**config.mk**
```make
export PLATFORM = sky130hd
export DESIGN_NAME = snax_reshuffler_stream_fifo
export DESIGN_NICKNAME = d
export VERILOG_FILES = /design/src/rtl/snax_reshuffler_stream_fifo.sv
export SDC_FILE = /design/constraint.sdc
export NUM_CORES = 2
export LEC_CHECK = 0
export CAP_MARGIN = 20
export CORE_MARGIN = 1
export CORE_UTILIZATION = 37
export DETAILED_ROUTE_END_ITERATION = 7
export GPL_TIMING_DRIVEN = 0
export HOLD_SLACK_MARGIN = 0.1
export SETUP_SLACK_MARGIN = 0.1
export SYNTH_ARGS = -nofsm -noshare
export SYNTH_HDL_FRONTEND = slang
export SYNTH_SLANG_ARGS = --single-unit
export TNS_END_PERCENT = 5
```
**constraint.sdc**
```tcl
create_clock -name clk_i -period 19 [get_ports clk_i]
set_input_delay 1.9 -clock clk_i [delete_from_list [all_inputs] [get_ports clk_i]]
set_output_delay 1.9 -clock clk_i [all_outputs]
set_load 0.01 [all_outputs]
```
**src/rtl/snax_reshuffler_stream_fifo.sv**
```systemverilog
// Elastic beat buffer between streamer read port and data reshuffler input.
// Forwards a CSR-programmed number of beats and reports busy/beat/cycle counts.
module snax_reshuffler_stream_fifo #(
    parameter int DataWidth = 512,
    parameter int Depth     = 4,
    parameter int CntWidth  = 32,
    localparam int AddrWidth = $clog2(Depth),
    localparam int LvlWidth  = $clog2(Depth) + 1
) (
    input  logic                 clk_i,
    input  logic                 rst_i,
    input  logic [DataWidth-1:0] in_data_i,
    input  logic                 in_valid_i,
    output logic                 in_ready_o,
    output logic [DataWidth-1:0] out_data_o,
    output logic                 out_valid_o,
    input  logic                 out_ready_i,
    input  logic [CntWidth-1:0]  cfg_beats_i,
    input  logic                 cfg_valid_i,
    output logic                 cfg_ready_o,
    output logic                 busy_o,
    output logic                 done_o,
    output logic [CntWidth-1:0]  beat_cnt_o,
    output logic [CntWidth-1:0]  cycle_cnt_o,
    output logic [LvlWidth-1:0]  level_o
);

    typedef enum logic {
        S_IDLE,
        S_RUN
    } state_e;

    state_e r_state;
    state_e w_state_nxt;

    logic [DataWidth-1:0] r_mem [Depth];
    logic [LvlWidth-1:0]  r_wr_cnt;
    logic [LvlWidth-1:0]  r_rd_cnt;
    logic [CntWidth-1:0]  r_in_rem;
    logic [CntWidth-1:0]  r_out_rem;
    logic [CntWidth-1:0]  r_beat_cnt;
    logic [CntWidth-1:0]  r_cycle_cnt;
    logic                 r_done;

    logic [LvlWidth-1:0]  w_level;
    logic [AddrWidth-1:0] w_wr_ptr;
    logic [AddrWidth-1:0] w_rd_ptr;
    logic                 w_full;
    logic                 w_empty;
    logic                 w_run;
    logic                 w_cfg_ready;
    logic                 w_cfg_fire;
    logic                 w_cfg_zero;
    logic                 w_in_ready;
    logic                 w_push;
    logic                 w_pop;
    logic                 w_last_pop;
    logic                 w_done_nxt;

    // Occupancy counters carry one extra bit so full and empty are distinct.
    assign w_level  = r_wr_cnt - r_rd_cnt;
    assign w_wr_ptr = r_wr_cnt[AddrWidth-1:0];
    assign w_rd_ptr = r_rd_cnt[AddrWidth-1:0];
    assign w_full   = (w_level == LvlWidth'(Depth));
    assign w_empty  = (w_level == '0);

    assign w_in_ready = w_run & (r_in_rem != '0) & ~w_full;
    assign w_push     = in_valid_i & w_in_ready;
    assign w_pop      = ~w_empty & out_ready_i;
    assign w_cfg_fire = cfg_valid_i & w_cfg_ready;
    assign w_cfg_zero = w_cfg_fire & (cfg_beats_i == '0);
    assign w_last_pop = w_run & w_pop & (r_out_rem == CntWidth'(1));
    assign w_done_nxt = w_cfg_zero | w_last_pop;

    always_ff @(posedge clk_i or posedge rst_i) begin
        if (rst_i) begin
            r_state <= S_IDLE;
        end else begin
            r_state <= w_state_nxt;
        end
    end

    always_comb begin
        w_state_nxt = r_state;
        w_run       = 1'b0;
        w_cfg_ready = 1'b0;
        unique case (r_state)
            S_IDLE: begin
                w_cfg_ready = 1'b1;
                if (w_cfg_fire && !w_cfg_zero) begin
                    w_state_nxt = S_RUN;
                end
            end
            S_RUN: begin
                w_run = 1'b1;
                if (w_last_pop) begin
                    w_state_nxt = S_IDLE;
                end
            end
            default: begin
                w_state_nxt = S_IDLE;
            end
        endcase
    end

    // Storage needs no reset: the head is masked whenever the FIFO is empty.
    always_ff @(posedge clk_i) begin
        if (w_push) begin
            r_mem[w_wr_ptr] <= in_data_i;
        end
    end

    always_ff @(posedge clk_i or posedge rst_i) begin
        if (rst_i) begin
            r_wr_cnt <= '0;
            r_rd_cnt <= '0;
        end else begin
            if (w_push) begin
                r_wr_cnt <= r_wr_cnt + LvlWidth'(1);
            end
            if (w_pop) begin
                r_rd_cnt <= r_rd_cnt + LvlWidth'(1);
            end
        end
    end

    always_ff @(posedge clk_i or posedge rst_i) begin
        if (rst_i) begin
            r_in_rem  <= '0;
            r_out_rem <= '0;
        end else if (w_cfg_fire) begin
            r_in_rem  <= cfg_beats_i;
            r_out_rem <= cfg_beats_i;
        end else begin
            if (w_push) begin
                r_in_rem <= r_in_rem - CntWidth'(1);
            end
            if (w_pop && w_run) begin
                r_out_rem <= r_out_rem - CntWidth'(1);
            end
        end
    end

    always_ff @(posedge clk_i or posedge rst_i) begin
        if (rst_i) begin
            r_beat_cnt  <= '0;
            r_cycle_cnt <= '0;
        end else if (w_cfg_fire) begin
            r_beat_cnt  <= '0;
            r_cycle_cnt <= '0;
        end else if (w_run) begin
            if (r_cycle_cnt != '1) begin
                r_cycle_cnt <= r_cycle_cnt + CntWidth'(1);
            end
            if (w_pop) begin
                r_beat_cnt <= r_beat_cnt + CntWidth'(1);
            end
        end
    end

    always_ff @(posedge clk_i or posedge rst_i) begin
        if (rst_i) begin
            r_done <= 1'b0;
        end else begin
            r_done <= w_done_nxt;
        end
    end

    assign in_ready_o  = w_in_ready;
    assign out_valid_o = ~w_empty;
    assign out_data_o  = w_empty ? '0 : r_mem[w_rd_ptr];
    assign cfg_ready_o = w_cfg_ready;
    assign busy_o      = w_run;
    assign done_o      = r_done;
    assign beat_cnt_o  = r_beat_cnt;
    assign cycle_cnt_o = r_cycle_cnt;
    assign level_o     = w_level;

endmodule

```
==> impl_metrics.py <==
metrics = {
    "run_status": {
        "status": "finished, final reports clean",
    },
    "setup_path": {
        "required_ps": 17100,
        "cp_max_fo": 10,
        "critPathLaunchType": "flip-flop",
        "critical_path_class": "reg -> out",
        "max_stage_delay_ps": 680,
        "endpoint_kind": "primary output",
        "cpMaxStageDelayCell": "clkbuf_1",
        "path_cells": "inv_1 > ha_1 > fa_1 > and2_1 > clkbuf_1 > nand2_1 > buf_16 > clkbuf_1 > clkbuf_1 > and2_1 > clkdlybuf4s50_1",
        "path_common_cell": "clkbuf_1",
        "crit_arrival_ps": 5530,
    },
    "yosys": {
        "synthCells": 4098,
        "syn_nets": 4659,
        "syn_area_sq_mm": 0.08471,
        "avgSynthCellArea_sq_um": 20.67,
        "netlist_top_cells_area": "edfxtp_1, mux4_2, dfrtp_1, and2_1, clkbuf_1",
        "synth-seq-cells": 2184,
        "netlist.area_leader.share_pct": 72.60,
        "synth_cell_types": 59,
        "synth_common_cells": "edfxtp_1, and2_1, mux4_2",
        "synth_edf_count": 2048,
        "synth.yosys.seq_area_share_pct": 76.62,
        "ys.flop_type": "edfxtp_1",
        "synthArstFlopShare_pct": 6.227,
        "synth_most_common_cell": "edfxtp_1",
        "yosysWarnings": 0,
        "yosysTopAreaCell": "edfxtp_1",
    },
    "detailed_routing": {
        "routed_wl_mm": 247.1,
        "drt_first_iter_violations": 3458,
        "wl_per_cell_um": 28.21,
        "firstDrtPassIters": 8,
        "via_per_inst": 5.248,
        "num_vias": 45970,
        "drt.antenna.violating_nets": 0,
        "drcViolationCount": 0,
    },
    "placement": {
        "hpwlAfterDp_mm": 176.1,
        "gp_congestion": 0.8703,
        "portBuffers": 1132,
        "dp.cells": 8299,
    },
    "pwr": {
        "p_sw_uw": 7087,
        "p_clk_share_pct": 21.7,
        "pwr-share-comb_pct": 45.1,
        "ir_drop_v": 0.0001100,
        "p_leak_uw": 0.03552,
        "switching_share_pct": 34.44,
        "total_power_uw": 20580,
        "power.density_mw_per_mm2": 188.7,
        "internal_power_uw": 13490,
        "p_seq_share_pct": 33.2,
    },
    "cts": {
        "clk_latency_ps": 910,
        "cts_root_buf": "clkbuf_16",
        "h-tree-depth": 4,
        "cts_resized": 0,
        "clk_pin_slew_ps": 60,
        "cts_buffer_depth": 3,
        "cts_tree": "built",
        "post-cts-setup-buffers": 0,
        "cts_num_sinks": 2184,
        "cts_inserted_buffers": 227,
        "postCtsHoldBufs": 0,
    },
    "die": {
        "start_util_pct": 37.24,
        "rows": 175,
        "die_w_um": 480.5,
        "coreArea_sq_mm": 0.2275,
        "die_h_um": 480.5,
        "dieArea_sq_mm": 0.2309,
        "boundaryPins": 1133,
    },
    "sta": {
        "min_period_ps": 7430,
        "clock_skew_ps": 93.73,
        "slew_headroom_pct": 22.81,
        "hold_viol_final": 0,
        "setup_viol": 0,
        "rsz0062_at_grt": "false",
        "fin_crit_sh_pct": 39.10,
        "max_slew.worst_pin.slew_ps": 1158,
        "tns_ps": 0,
        "fmax_mhz": 134.6,
        "slew_viol_final": 0,
    },
    "finish": {
        "drive_gt1_share_pct": 16.45,
        "final_cells": 8759,
        "nFillCells": 18960,
        "syn_to_final_growth_pct": 28.73,
        "fin_nets": 6084,
    },
    "min_path": {
        "holdCritPathClass": "reg -> reg",
    },
    "global_routing": {
        "grt_usage_pct": 21.05,
        "grt_pass1_wl_mm": 347.0,
        "grt_pass1_vias": 47060,
        "overflow": 0,
        "antenna_found_initial": 100,
        "grt_max_degree": 77,
    },
    "flow_run": {
        "drv_cap": 0,
    },
}
metal layers:
layer / part of all wire (%) / up-vias / GRT usage [%]
li1: - / 19700 / -
met1: 38 / 24030 / 25.30
met2: 48 / 1681 / 34.28
met4: 3.6 / 92 / 7.939
met3: 9.7 / 469 / 8.017
met5: 0.25 / - / 0
cell families after synthesis:
family / after synthesis / synth area share [%]
DFF: 2184 / 76.62
AOI/OAI and AO/OA: 174 / 1.501
muxes: 549 / 14.05
adders and majority gates: 12 / 0.1861
and+or+nand+nor: 926 / 6.401
buffers and inverters: 236 / 1.052
xor gates and xnor gates: 17 / 0.1920
final timing paths:
| check | from | end | slack [ps] | cells past startpoint |
|---|---|---|---|---|
| max | r_wr_cnt[0] | out_data_o[366] | 11570 | 11 |
| min | r_wr_cnt[2] | r_wr_cnt[2] | 490 | 1 |
| max reg2reg | r_wr_cnt[0] | r_mem[1][490] | 13360 | 14 |
| min reg2reg | r_wr_cnt[2] | r_wr_cnt[2] | 490 | 1 |
| max in group asynchronous | rst_i | r_in_rem[12] | 16660 | 3 |
| min in group asynchronous | rst_i | cycle_cnt_o[4] | 1490 | 2 |
area by class of cell:
| type | instances | area [sq um] | area share [%] |
|---|---|---|---|
| Sequential cell | 2184 | 64900 | 59.52 |
| Multi-Input combinational cell | 1678 | 18940 | 17.37 |
| Timing Repair Buffer | 1196 | 12890 | 11.82 |
| Clock buffer | 271 | 5876 | 5.388 |
| Tap cell | 3009 | 3765 | 3.453 |
| Clock inverter | 155 | 1694 | 1.554 |
| Buffer | 216 | 822.0 | 0.7539 |
| Inverter | 20 | 80.08 | 0.07344 |
| Antenna cell | 30 | 75.07 | 0.06885 |
critical path: cells and delay by family (launching register included):
family / cells / cell delay, ps
adder cells (fa/ha/maj): 2 / 710
buffers and inverters: 6 / 2440
flip-flops: 1 / 380
AND/OR/NAND/NOR: 3 / 1160
per-stage QoR:
step | worst slack [ps] | instance area [sq um] | hold slack, ps | utilization, %
2_1_floorplan | 3531 | 84710 | 443.4 | -
3_3_place_gp | -9045 | 99810 | 476.0 | 43.87
3_5_place_dp | 12330 | 101300 | 479.8 | 44.55
4_1_cts | 11370 | 108900 | 498.1 | 47.87
5_1_grt | 11260 | 109000 | 517.5 | 47.91
6_report | 11570 | 109000 | 492.7 | 47.93
power groups by stage:
stage	clock, uW	sequential (uW)	combinational (uW)
after floorplan	0	7580	4150
after global placement	0	8330	9170
after detailed placement	0	6930	9420
after CTS	4560	6840	9480
after global routing	4740	6920	9840
final	4460	6830	9280
sequential cells by signal (all words and copies together) (netlist names):
| name | cells |
|---|---|
| beat_cnt_o | 32 |
| cycle_cnt_o | 32 |
| done_o | 1 |
| r_in_rem | 32 |
| r_mem | 2048 |
| r_out_rem | 32 |
| r_rd_cnt | 3 |
| r_state | 1 |
| r_wr_cnt | 3 |
placed cells by master, fill, tap and decap left out, drive strengths merged, types with 20 or more instances in the layout:
master         Yosys  routed
o211ai            49      49
clkinv             0     109
inv               20      26
clkbuf           158     429
nand3             53      53
and2             523     523
diode              0      30
edfxtp          2048    2048
o311ai            26      26
mux4             512     512
and3              20      20
nor3              28      28
buf               58     121
nor4              31      31
nor2              33      33
mux2i             36      36
clkdlybuf4s50      0    1132
nand2            120     120
o21ai             24      24
dfrtp            136     136
nand4             33      33
bufinv             0      23
Note: power is estimated with default switching activity, not from simulation.
